[src/rtl/ahb_sram_pkg.sv]
// Shared encodings, write-buffer entry type and lane decode for the AHB-Lite SRAM bridge.
package ahb_sram_pkg;

  localparam int SRAM_AW   = 16;
  localparam int NUM_LANES = 4;

  typedef enum logic [1:0] {
    TRANS_IDLE   = 2'b00,
    TRANS_BUSY   = 2'b01,
    TRANS_NONSEQ = 2'b10,
    TRANS_SEQ    = 2'b11
  } htrans_e;

  typedef enum logic [2:0] {
    SIZE_BYTE = 3'd0,
    SIZE_HALF = 3'd1,
    SIZE_WORD = 3'd2
  } hsize_e;

  typedef struct packed {
    logic [SRAM_AW-1:0]   addr;
    logic [NUM_LANES-1:0] mask;
    logic [31:0]          data;
  } wb_entry_t;

  function automatic logic trans_valid(input logic [1:0] t);
    return (t == TRANS_NONSEQ) || (t == TRANS_SEQ);
  endfunction

  // Oversized transfers collapse to a full-word access.
  function automatic logic [NUM_LANES-1:0] lane_mask(input logic [2:0] size, input logic [1:0] a);
    case (size)
      SIZE_BYTE: lane_mask = 4'b0001 << a;
      SIZE_HALF: lane_mask = a[1] ? 4'b1100 : 4'b0011;
      default:   lane_mask = 4'b1111;
    endcase
  endfunction

endpackage

[src/rtl/ahb_sram_wbuf.sv]
// Two-entry write FIFO with a byte-merge lookup so reads see not-yet-drained writes.
module ahb_sram_wbuf
  import ahb_sram_pkg::*;
(
  input  logic               clk,
  input  logic               rst,
  input  logic               push,
  input  wb_entry_t          push_ent,
  input  logic               pop,
  output wb_entry_t          head,
  output logic               empty,
  input  logic [SRAM_AW-1:0] qaddr,
  input  logic [31:0]        qbase,
  output logic [31:0]        qdata
);

  wb_entry_t  ent [2];
  logic       wptr, rptr;
  logic [1:0] cnt;
  logic       full;

  assign empty = (cnt == 2'd0);
  assign full  = (cnt == 2'd2);
  assign head  = ent[rptr];

  always_ff @(posedge clk) begin
    if (rst) begin
      wptr <= 1'b0;
      rptr <= 1'b0;
      cnt  <= 2'd0;
    end else begin
      if (push) begin
        ent[wptr] <= push_ent;
        wptr      <= ~wptr;
      end
      if (pop) rptr <= ~rptr;
      cnt <= cnt + {1'b0, push} - {1'b0, pop};
    end
  end

  a_no_overflow: assert property (@(posedge clk) disable iff (rst) !(push && full && !pop));

  // Older entry sits at rptr; the younger one (only when full) overrides it per byte.
  wb_entry_t yng_e;
  logic      old_match, yng_match;
  assign yng_e     = ent[~rptr];
  assign old_match = ~empty && (head.addr == qaddr);
  assign yng_match = full && (yng_e.addr == qaddr);

  logic [NUM_LANES-1:0][7:0] qbytes;
  for (genvar l = 0; l < NUM_LANES; l++) begin : g_lane
    logic old_hit, yng_hit;
    assign old_hit   = old_match && head.mask[l];
    assign yng_hit   = yng_match && yng_e.mask[l];
    assign qbytes[l] = yng_hit ? yng_e.data[8*l +: 8] :
                       old_hit ? head.data[8*l +: 8]  : qbase[8*l +: 8];
  end
  assign qdata = qbytes;

endmodule

[src/rtl/ahb_lite_sram_bridge.sv]
// Zero-wait AHB-Lite slave onto a single-port block RAM; writes are buffered and drained
// whenever the bus is not reading, reads are merged with buffered bytes.
module ahb_lite_sram_bridge
  import ahb_sram_pkg::*;
#(
  parameter int AW = 16
) (
  input  logic          HCLK,
  input  logic          HRESET,
  input  logic          HSEL,
  input  logic [AW+1:0] HADDR,
  input  logic [1:0]    HTRANS,
  input  logic [2:0]    HSIZE,
  input  logic          HWRITE,
  input  logic [31:0]   HWDATA,
  input  logic          HREADY,
  output logic          HREADYOUT,
  output logic          HRESP,
  output logic [31:0]   HRDATA,
  input  logic [31:0]   SRAMRDATA,
  output logic [AW-1:0] SRAMADDR,
  output logic [31:0]   SRAMWDATA,
  output logic [3:0]    SRAMWEN,
  output logic          SRAMCS
);

  if (AW > SRAM_AW) begin : g_aw_check
    $error("AW exceeds the write-buffer address field width");
  end

  logic          valid, rd_ap, wr_ap, drain, push;
  logic          wr_dp, rd_dp;
  logic [AW-1:0] pend_addr, rd_addr;
  logic [3:0]    pend_mask;
  wb_entry_t     push_ent, head;
  logic          empty;
  logic [31:0]   merged;

  // Reset masks every address phase so nothing reaches the SRAM while HRESET is high.
  assign valid = ~HRESET & HSEL & HREADY & trans_valid(HTRANS);
  assign rd_ap = valid & ~HWRITE;
  assign wr_ap = valid & HWRITE;
  assign drain = ~HRESET & ~rd_ap & ~empty;
  assign push  = wr_dp & HREADY;

  always_ff @(posedge HCLK) begin
    if (HRESET) begin
      wr_dp     <= 1'b0;
      rd_dp     <= 1'b0;
      pend_addr <= '0;
      pend_mask <= '0;
      rd_addr   <= '0;
    end else if (HREADY) begin
      wr_dp <= wr_ap;
      rd_dp <= rd_ap;
      if (wr_ap) begin
        pend_addr <= HADDR[AW+1:2];
        pend_mask <= lane_mask(HSIZE, HADDR[1:0]);
      end
      if (rd_ap) rd_addr <= HADDR[AW+1:2];
    end
  end

  assign push_ent = '{addr: SRAM_AW'(pend_addr), mask: pend_mask, data: HWDATA};

  ahb_sram_wbuf u_wbuf (
    .clk      (HCLK),
    .rst      (HRESET),
    .push     (push),
    .push_ent (push_ent),
    .pop      (drain),
    .head     (head),
    .empty    (empty),
    .qaddr    (SRAM_AW'(rd_addr)),
    .qbase    (SRAMRDATA),
    .qdata    (merged)
  );

  assign SRAMCS    = rd_ap | drain;
  assign SRAMADDR  = rd_ap ? HADDR[AW+1:2] : head.addr[AW-1:0];
  assign SRAMWDATA = head.data;
  assign SRAMWEN   = drain ? head.mask : 4'b0000;

  assign HRDATA    = (rd_dp & ~HRESET) ? merged : 32'h0;
  assign HREADYOUT = 1'b1;
  assign HRESP     = 1'b0;

endmodule

[config.mk]
export PLATFORM = sky130hd
export DESIGN_NAME = ahb_lite_sram_bridge
export DESIGN_NICKNAME = d
export VERILOG_FILES = /design/src/rtl/ahb_sram_pkg.sv /design/src/rtl/ahb_sram_wbuf.sv /design/src/rtl/ahb_lite_sram_bridge.sv
export SDC_FILE = /design/constraint.sdc
export NUM_CORES = 1
export LEC_CHECK = 0
export CAP_MARGIN = 20
export CORE_UTILIZATION = 52
export CTS_BUF_LIST = sky130_fd_sc_hd__clkbuf_4
export CTS_CLUSTER_DIAMETER = 60
export DETAILED_ROUTE_END_ITERATION = 8
export PLACE_DENSITY = 0.82
export SLEW_MARGIN = 20
export SYNTH_ARGS = -nofsm -noshare
export SYNTH_HDL_FRONTEND = slang
export SYNTH_SLANG_ARGS = --single-unit
[constraint.sdc]
create_clock -name HCLK -period 8.6 [get_ports HCLK]
set_clock_uncertainty 0.2 [all_clocks]
set_input_delay 1.72 -clock HCLK [delete_from_list [all_inputs] [get_ports HCLK]]
set_output_delay 1.72 -clock HCLK [all_outputs]
set_load 0.05 [all_outputs]
==> impl_metrics.env, run 1 <==
export IMPL_outcome="finished clean"
export IMPL_post_place_ws_ps=1840
export IMPL_die_area_um2=14800
export IMPL_antennaDiodeCount=0
export IMPL_avgViaCountPerCell=5.88
export IMPL_routed_wl_um=19200
export IMPL_clk_latency_ps=540
export IMPL_die_w_um=122
export IMPL_grt_pass1_vias=5840
export IMPL_critPathKind="input port to output port"
export IMPL_async_reset_ff_frac=0
export IMPL_numClockSinks=147
export IMPL_min_path_type="flip-flop to flip-flop"
export IMPL_core_area_um2=13900
export IMPL_hp_start="pend_addr[3]$_SDFFE_PP0P_"
export IMPL_max_cap_violations=0
export IMPL_yosysSeqAreaShare=0.534
export IMPL_gp_congestion=0.875
export IMPL_dp_hpwl_um=12800
export IMPL_synthCells=669
export IMPL_synth_seq_cells=147
export IMPL_arrival_ps=4830
export IMPL_use_met3=0.0627
export IMPL_firstDrtPassIters=5
export IMPL_use_met2=0.453
export IMPL_numCtsBuffers=17
export IMPL_grt_start_max_net_pins=50
export IMPL_cts_htree_levels=4
export IMPL_synth_top_area_share=0.419
export IMPL_die_y_um=122
export IMPL_fin_nets=920
export IMPL_grt_total_usage=0.262
export IMPL_cellPowerDensity_nw_per_um2=180
export IMPL_crit_fanout=48
export IMPL_layout_drive_gt1_share=0.154
export IMPL_start_util=0.535
export IMPL_post_drt_wl_per_cell_um=18.8
export IMPL_post_cts_resized=0
export IMPL_yosysTopAreaCell="edfxtp_1"
export IMPL_vdd_drop_max_mv=0.0951
export IMPL_hold_violations=0
export IMPL_n_fill_cell=1022
export IMPL_syn_cell_area_um2=7460
export IMPL_grtUsageMet1=0.318
export IMPL_drtIter0Drc=476
export IMPL_rsz0062_at_grt="no"
export IMPL_remaining_drc_errors=0
export IMPL_yosysWarnings=0
export IMPL_p_leak_nw=3.00
export IMPL_post_route_min_period_ps=6750
export IMPL_tritoncts="yes"
export IMPL_avgSynthCellArea_um2=11.1
export IMPL_tightest_slew_ps=1090
export IMPL_synthTopCellsByArea="edfxtp_1 42%, dfxtp_1 12%, mux2_2 11%"
export IMPL_cts_root_buf="clkbuf_4"
export IMPL_synth_edff_count=104
export IMPL_syn2layout_area_growth_pct=29.6
export IMPL_maxSlewViolCount=0
export IMPL_yosys_cell_types_count=43
export IMPL_clk_pin_slew_ps=130
export IMPL_busiest_layer="met2"
export IMPL_setup_tns_final_ps=0
export IMPL_rows=43
export IMPL_postRouteAntennaNets=0
export IMPL_synth_ff_type="edfxtp_1"
export IMPL_grt_ovfl_total=0
export IMPL_num_vias=5992
export IMPL_startpoint_type="input port"
export IMPL_clock_path_buffers=2
export IMPL_end_kind="output port"
export IMPL_r2r_start="wr_dp$_SDFFE_PP0P_"
export IMPL_ios=179
export IMPL_fin_crit_sh=0.785
export IMPL_port_buffers=175
export IMPL_fmax_mhz=148
export IMPL_synth_fp_nets=763
export IMPL_setup_ws_ps=1850
export IMPL_antenna_found_initial=0
export IMPL_startpoint="HRESET"
export IMPL_grt_pass1_wl_um=29400
export IMPL_postCtsSetupRepairBufs=0
export IMPL_maxSlewHeadroom=0.272
export IMPL_setup_violations_final=0
export IMPL_cts_hold_buf=0
export IMPL_crit_required_ps=6680
worst max-delay path, cell delays in order:
cell and delay (ps):
clkdlybuf4s50_1 400, buf_4 310, nor2b_2 900, buf_4 330
o31ai_1 90, a31oi_1 190, clkdlybuf4s50_1 860
report_power, final:
group	internal, mW	leakage, nW	switching (mW)	total (mW)
Sequential	0.761	1.29	0.0155	0.777
Clock	0.234	0.173	0.256	0.490
Combinational	0.195	1.53	0.275	0.470
Total	1.19	3.00	0.547	1.74
registers in the layout (all words and copies together) (netlist names), named ones only:
signal,flops
wr_dp,1
u_wbuf.ent,104
u_wbuf.wptr,1
u_wbuf.rptr,1
pend_mask,4
u_wbuf.cnt,2
rd_addr,16
pend_addr,16
rd_dp,1
per-layer routing:
layer,vias up,part of all wire
li1,2812,-
met1,2843,0.41
met2,312,0.49
met3,25,0.087
met4,0,0.015
met5,-,0
stage by stage:
stage / instance area [um2] / hold slack (ps) / power [mW] / util / instances
3_5_place_dp: 9330 / 239 / 1.26 / 0.670 / 987
5_1_grt: 9660 / 282 / 1.80 / 0.693 / 1019
6_report: 9660 / 262 / 1.74 / 0.693 / 1019
2_1_floorplan: 7460 / 225 / 1.11 / - / 669
3_3_place_gp: 9330 / 229 / 1.25 / 0.670 / 987
4_1_cts: 9660 / 265 / 1.74 / 0.693 / 1019
cells in the mapped netlist (6+ instances only):
master,n
a31oi_1,32
mux2_2,71
inv_1,6
buf_1,6
mux2i_1,36
a21oi_1,53
clkbuf_1,29
nand3_1,32
o21ai_0,33
nor2_1,31
xnor2_1,29
dfxtp_1,43
edfxtp_1,104
nand2_1,71
o31ai_1,32
final timing paths:
kind / endpoint / slack, ps / cells after the start
setup / recovery: HRDATA[0] / 1850 / 7
hold / removal: u_wbuf.ent[1][39]$_DFFE_PP_ / 260 / 0
setup reg to reg: u_wbuf.ent[1][25]$_DFFE_PP_ / 6060 / 3
hold reg to reg: u_wbuf.ent[1][39]$_DFFE_PP_ / 260 / 0
kinds of logic after synthesis:
logic type,after synthesis,share of synthesized area
and+or+nand+nor,168,0.108
AOI/OAI and AO/OA,155,0.123
DFF,147,0.534
muxes,108,0.157
buffers and inverters,55,0.0351
xor gates and xnor gates,32,0.0376
adders and majority gates,2,0.00336
other,2,0.00101
layout make-up:
cell class	count	area [um2]	share of cell area
Clock inverter	15	204	0.0211
Multi-Input combinational cell	467	3250	0.337
Sequential cell	147	3990	0.413
Inverter	6	22.5	0.00233
Tap cell	180	225	0.0233
Clock buffer	17	128	0.0132
Timing Repair Buffer	187	1840	0.191
cells in the final DEF, fill, tap and decap left out, drive strengths merged, types with 2 or more instances in the layout:
cell and count:
dfxtp 43, o31ai 32, or3b 2, a21oi 53, xor2 3, xnor2 29, nand3 36, nor4 6
inv 10, or2 4, edfxtp 104, nand2b 4, clkinvlp 2, mux2i 36, bufinv 4, nor3 5
nor2 31, nand2 71, clkbuf 17, nor2b 3, clkdlybuf4s50 175, conb 2, buf 12, clkinv 5
a31oi 32, ha 2, mux2 72, o21ai 33
Power figures use the tool's default switching activity.
==> inputs of run 2 (changes only) <==
- CORE_UTILIZATION: 52 -> 47
- PLACE_DENSITY: 0.82 -> 0.78
- clock period: 8.6 -> 6 ns (I/O delays scaled with it)
==> run 2 against run 1 <==
Core utilization shrank 6.4 points. Critical path depth up 1. Design area grew 0.12%. Clock power rose by 21%. Via count down 0.77%. Cell count grew 3.2%. Routed wire length grew 2.4%. Sequential cell count unchanged.
==> impl_metrics.env, run 2 (same netlist as run 1, synthesis figures left out) <==
export IMPL_outcome="finished clean"
export IMPL_port_buffers=175
export IMPL_layout_commonest_cell="clkdlybuf4s50_1"
export IMPL_timing_rr_end="u_wbuf.ent[1][38]$_DFFE_PP_"
export IMPL_total_power_mw=2.39
export IMPL_die_y_um=128
export IMPL_worst_r2r_path_depth=3
export IMPL_antennaDiodeCount=0
export IMPL_stdcell_count=1052
export IMPL_endpoint="HRDATA[6]"
export IMPL_internal_power_mw=1.62
export IMPL_startpoint_type="flip-flop"
export IMPL_min_path_type="flip-flop to flip-flop"
export IMPL_hold_slack_ps=265
export IMPL_critPathKind="flip-flop to output port"
export IMPL_die_area_um2=16400
export IMPL_remaining_drc_errors=0
export IMPL_routed_wl_um=19600
export IMPL_max_cap_violations=0
export IMPL_startpoint="u_wbuf.rptr$_SDFFE_PP0P_"
export IMPL_fin_crit_sh=0.937
export IMPL_layout_drive_gt1_share=0.176
export IMPL_crit_required_ps=4600
export IMPL_cellPowerDensity_nw_per_um2=247
export IMPL_r2r_slack_ps=3740
export IMPL_syn2layout_area_growth_pct=29.7
export IMPL_firstDrtPassIters=7
export IMPL_post_drt_wl_per_cell_um=18.6
export IMPL_postRouteAntennaNets=0
export IMPL_clk_pin_slew_ps=120
export IMPL_avgViaCountPerCell=5.65
export IMPL_end_kind="output port"
export IMPL_start_util=0.485
export IMPL_num_vias=5946
export IMPL_maxSlewViolCount=0
export IMPL_gp_congestion=0.850
export IMPL_maxSlewHeadroom=0.318
export IMPL_numCtsBuffers=17
export IMPL_rsz0062_at_grt="no"
export IMPL_cts_hold_buf=0
export IMPL_core_area_um2=15400
export IMPL_comb_power_share=0.286
export IMPL_clkPwrFrac=0.249
export IMPL_vdd_drop_max_mv=0.132
export IMPL_setup_violations_final=0
export IMPL_hold_violations=0
export IMPL_arrival_ps=4220
export IMPL_post_place_ws_ps=764
export IMPL_p_seq_frac=0.465
export IMPL_crit_fanout=10
export IMPL_most_common_layout_cells="157 x clkdlybuf4s50_1, 104 x edfxtp_1, 71 x nand2_1, 71 x mux2_2, 53 x a21oi_1"
export IMPL_fmax_mhz=178
export IMPL_fin_nets=922
export IMPL_cts_root_buf="clkbuf_4"
export IMPL_clk_latency_ps=540
export IMPL_post_cts_resized=0
export IMPL_numClockSinks=147
export IMPL_ios=179
export IMPL_cts_htree_levels=4
export IMPL_placed_cells=1020
export IMPL_antenna_found_initial=0
export IMPL_grt_pass1_vias=5861
export IMPL_reg_top3="u_wbuf.ent (104), pend_addr (16), rd_addr (16)"
export IMPL_die_w_um=128
export IMPL_grt_start_max_net_pins=51
export IMPL_rows=45
export IMPL_setup_tns_final_ps=0
export IMPL_grt_total_usage=0.245
export IMPL_largest_reg_flops=104
export IMPL_grt_ovfl_total=0
export IMPL_clock_path_buffers=2
export IMPL_r2r_start="wr_dp$_SDFFE_PP0P_"
export IMPL_largest_register="u_wbuf.ent"
export IMPL_setup_ws_ps=380
export IMPL_grt_pass1_wl_um=30500
export IMPL_tritoncts="yes"
export IMPL_dp_hpwl_um=13500
export IMPL_drtIter0Drc=468
export IMPL_sw_frac_of_total=0.322
export IMPL_postCtsSetupRepairBufs=0
export IMPL_power_switching_uw=769
export IMPL_tightest_slew_ps=1020
export IMPL_post_route_min_period_ps=5620
export IMPL_p_leak_nw=3.04
[run 2: cell type report]
class	count	area, um2
fillers	1246	5700
flip-flops and latches	147	3990
multi-input cells	467	3260
repair buffers	189	1870
well taps	211	264
clock inverters	14	138
clock buffers	18	135
inverters	6	22.5
[run 2: worst max-delay path, stage by stage (launching register included)]
cell	delay [ps]
dfxtp_2	540
buf_4	280
mux2i_1	240
xnor2_1	160
nor4_4	540
nand3_2	320
or2_0	490
a31oi_1	240
clkdlybuf4s50_1	860
[run 2: per-stage QoR]
step	cell area [um2]	util
2_1_floorplan	7460	-
3_3_place_gp	9390	0.611
3_5_place_dp	9390	0.611
4_1_cts	9660	0.629
5_1_grt	9670	0.629
6_report	9670	0.629
[run 2: per-layer routing]
metal | GRT usage | wire length [um] | up-vias
met4 | 0.0824 | 249 | 0
met2 | 0.418 | 9600 | 301
met3 | 0.0547 | 1590 | 21
met1 | 0.307 | 8170 | 2816
met5 | 0 | 0 | -
li1 | - | - | 2808
[run 2: power groups by stage]
stage          logic, mW  registers [mW]  clock network, mW
5_1_grt            0.717            1.11              0.649
3_5_place_dp       0.676            1.13                  0
6_report           0.683            1.11              0.595
2_1_floorplan      0.473            1.12                  0
4_1_cts            0.680            1.11              0.613
3_3_place_gp       0.667            1.13                  0
[run 2: how the worst min path moves through the flow]
stage / from / end / slack, ps / cells past startpoint
final: pend_addr[12]$_SDFFE_PP0P_ / u_wbuf.ent[0][48]$_DFFE_PP_ / 260 / 0
after global routing: pend_addr[15]$_SDFFE_PP0P_ / u_wbuf.ent[1][51]$_DFFE_PP_ / 260 / 0
after CTS: pend_addr[12]$_SDFFE_PP0P_ / u_wbuf.ent[0][48]$_DFFE_PP_ / 270 / 0
after detailed placement: pend_addr[12]$_SDFFE_PP0P_ / u_wbuf.ent[1][48]$_DFFE_PP_ / 240 / 0
after global placement: pend_addr[4]$_SDFFE_PP0P_ / u_wbuf.ent[0][40]$_DFFE_PP_ / 230 / 0
after floorplan: pend_addr[0]$_SDFFE_PP0P_ / u_wbuf.ent[0][36]$_DFFE_PP_ / 230 / 0
==> inputs of run 3 (changes only) <==
- CORE_MARGIN: unset -> 3
==> run 3 against run 2 <==
Sequential cell count unchanged. First-iteration DRC count grew 5.1%. Routed wire length up 5.1%. Critical path depth unchanged. Clock power up 25%. Largest cell class unchanged. Global-route usage is 0.89 points lower. Sequential share of layout area shrank 2.2 points. Via count grew 1.1%. Design area increased by 5.6%. Combinational power increased by 7.5%.
==> impl_metrics.env, run 3 (same netlist as run 1, synthesis figures left out) <==
export IMPL_fin_nets=927
export IMPL_layout_drive_gt1_share=0.218
export IMPL_num_vias=6011
export IMPL_rsz0062_at_grt="no"
export IMPL_r2r_start="wr_dp$_SDFFE_PP0P_"
export IMPL_hold_slack_ps=264
export IMPL_remaining_drc_errors=0
export IMPL_multi_input_area_um2=3240
export IMPL_n_fill_cell=1145
export IMPL_crit_chain="mux2i_1 > or3b_1 > a2111oi_2 > and4_1 > buf_4 > nand3_1 > a31oi_1 > buf_12"
export IMPL_syn2layout_area_growth_pct=36.9
export IMPL_crit_family="simple AND/OR/NAND/NOR gates"
export IMPL_numCtsBuffers=17
export IMPL_setup_violations_final=0
export IMPL_total_power_mw=2.59
export IMPL_clock_path_buffers=2
export IMPL_grt_start_max_net_pins=42
export IMPL_antennaDiodeCount=0
export IMPL_min_path_type="flip-flop to flip-flop"
export IMPL_maxSlewHeadroom=0.322
export IMPL_p_leak_nw=3.28
export IMPL_stdcell_count=1055
export IMPL_wl_met1_um=8490
export IMPL_critPathBufInv=2
export IMPL_arrival_ps=4170
export IMPL_start_util=0.485
export IMPL_cts_root_buf="clkbuf_4"
export IMPL_seqCellArea_um2=3990
export IMPL_cp_slowest_cell="and4_1"
export IMPL_largest_reg_flops=104
export IMPL_postCtsSetupRepairBufs=0
export IMPL_placed_cells=1025
export IMPL_gp_congestion=0.840
export IMPL_r2r_slack_ps=3730
export IMPL_most_common_layout_cells="122 x clkdlybuf4s50_1, 104 x edfxtp_1, 71 x nand2_1, 71 x mux2_2, 53 x a21oi_1"
export IMPL_dp_hpwl_um=14700
export IMPL_clk_pin_slew_ps=110
export IMPL_fin_crit_sh=0.929
export IMPL_end_kind="output port"
export IMPL_startpoint_type="flip-flop"
export IMPL_max_stage_delay_ps=820
export IMPL_post_route_min_period_ps=5570
export IMPL_tightest_slew_ps=1010
export IMPL_grt_pass1_wl_um=32900
export IMPL_drtIter0Drc=492
export IMPL_die_area_um2=17400
export IMPL_crit_fanout=20
export IMPL_timing_rr_end="u_wbuf.ent[1][3]$_DFFE_PP_"
export IMPL_vdd_drop_max_mv=0.157
export IMPL_clk_latency_ps=530
export IMPL_crit_required_ps=4600
export IMPL_grt_ovfl_total=0
export IMPL_routed_wl_um=20600
export IMPL_route_met3_wl_um=1560
export IMPL_outcome="finished clean"
export IMPL_die_y_um=132
export IMPL_fmax_mhz=179
export IMPL_hold_path_end="u_wbuf.ent[0][49]$_DFFE_PP_"
export IMPL_largest_register="u_wbuf.ent"
export IMPL_avgViaCountPerCell=5.70
export IMPL_setup_tns_final_ps=0
export IMPL_layout_commonest_cell="clkdlybuf4s50_1"
export IMPL_worst_r2r_path_depth=3
export IMPL_post_cts_resized=0
export IMPL_core_area_um2=15400
export IMPL_die_w_um=132
export IMPL_met2_wirelength_um=10000
export IMPL_hp_start="pend_addr[13]$_SDFFE_PP0P_"
export IMPL_port_buffers=175
export IMPL_cellPowerDensity_nw_per_um2=253
export IMPL_min_path_cells=0
export IMPL_rows=45
export IMPL_ios=179
export IMPL_grt_pass1_vias=6145
export IMPL_grt_total_usage=0.236
export IMPL_postRouteAntennaNets=0
export IMPL_reg_top3="u_wbuf.ent (104), pend_addr (16), rd_addr (16)"
export IMPL_max_cap_violations=0
export IMPL_firstDrtPassIters=5
export IMPL_tritoncts="yes"
export IMPL_hold_violations=0
export IMPL_post_drt_wl_per_cell_um=19.5
export IMPL_antenna_found_initial=0
export IMPL_numClockSinks=147
export IMPL_cts_hold_buf=0
export IMPL_dr_max_layer_used="met4"
export IMPL_critPathKind="flip-flop to output port"
export IMPL_cts_htree_levels=4
export IMPL_maxSlewViolCount=0
run 3: final cells by class:
class,count,area share
inverters,6,0.00221
clock inverters,12,0.0208
repair buffers,194,0.230
well taps,211,0.0259
clock buffers,18,0.0132
multi-input cells,467,0.317
flip-flops and latches,147,0.390
run 3: worst max path at each step:
stage	slack [ps]	cells past startpoint	end	startpoint
after global routing	190	8	HRDATA[25]	flip-flop
after detailed placement	850	6	HRDATA[25]	HRESET
after floorplan	20	2	u_wbuf.ent[1][0]$_DFFE_PP_	HRESET
final	430	8	HRDATA[25]	flip-flop
after global placement	860	6	HRDATA[28]	HRESET
after CTS	390	8	HRDATA[25]	flip-flop
run 3: power breakdown:
| part | internal [mW] | switching [mW] |
|---|---|---|
| clock | 0.410 | 0.332 |
| sequential | 1.09 | 0.0199 |
| combinational | 0.323 | 0.412 |
| total | 1.82 | 0.764 |
run 3: routing by layer:
layer  track usage  up-vias
met5             0        -
met2         0.392      269
met1         0.303     2887
met3        0.0580       46
li1              -     2809
met4        0.0799        0
run 3: per-stage QoR:
| stage | cell area [um2] | worst slack (ps) | utilization |
|---|---|---|---|
| global route | 10200 | 195 | 0.664 |
| finish | 10200 | 425 | 0.664 |
| floorplan | 7460 | 16.1 | - |
| detailed placement | 9860 | 852 | 0.642 |
| global placement | 9860 | 863 | 0.642 |
| CTS | 10200 | 389 | 0.664 |
run 3: worst reg2reg max path, delay by kind of cell (launching register included):
kind | cells | cell delay (ps)
AND/OR/NAND/NOR | 2 | 930
flip-flops | 1 | 350
buffers and inverters | 1 | 450
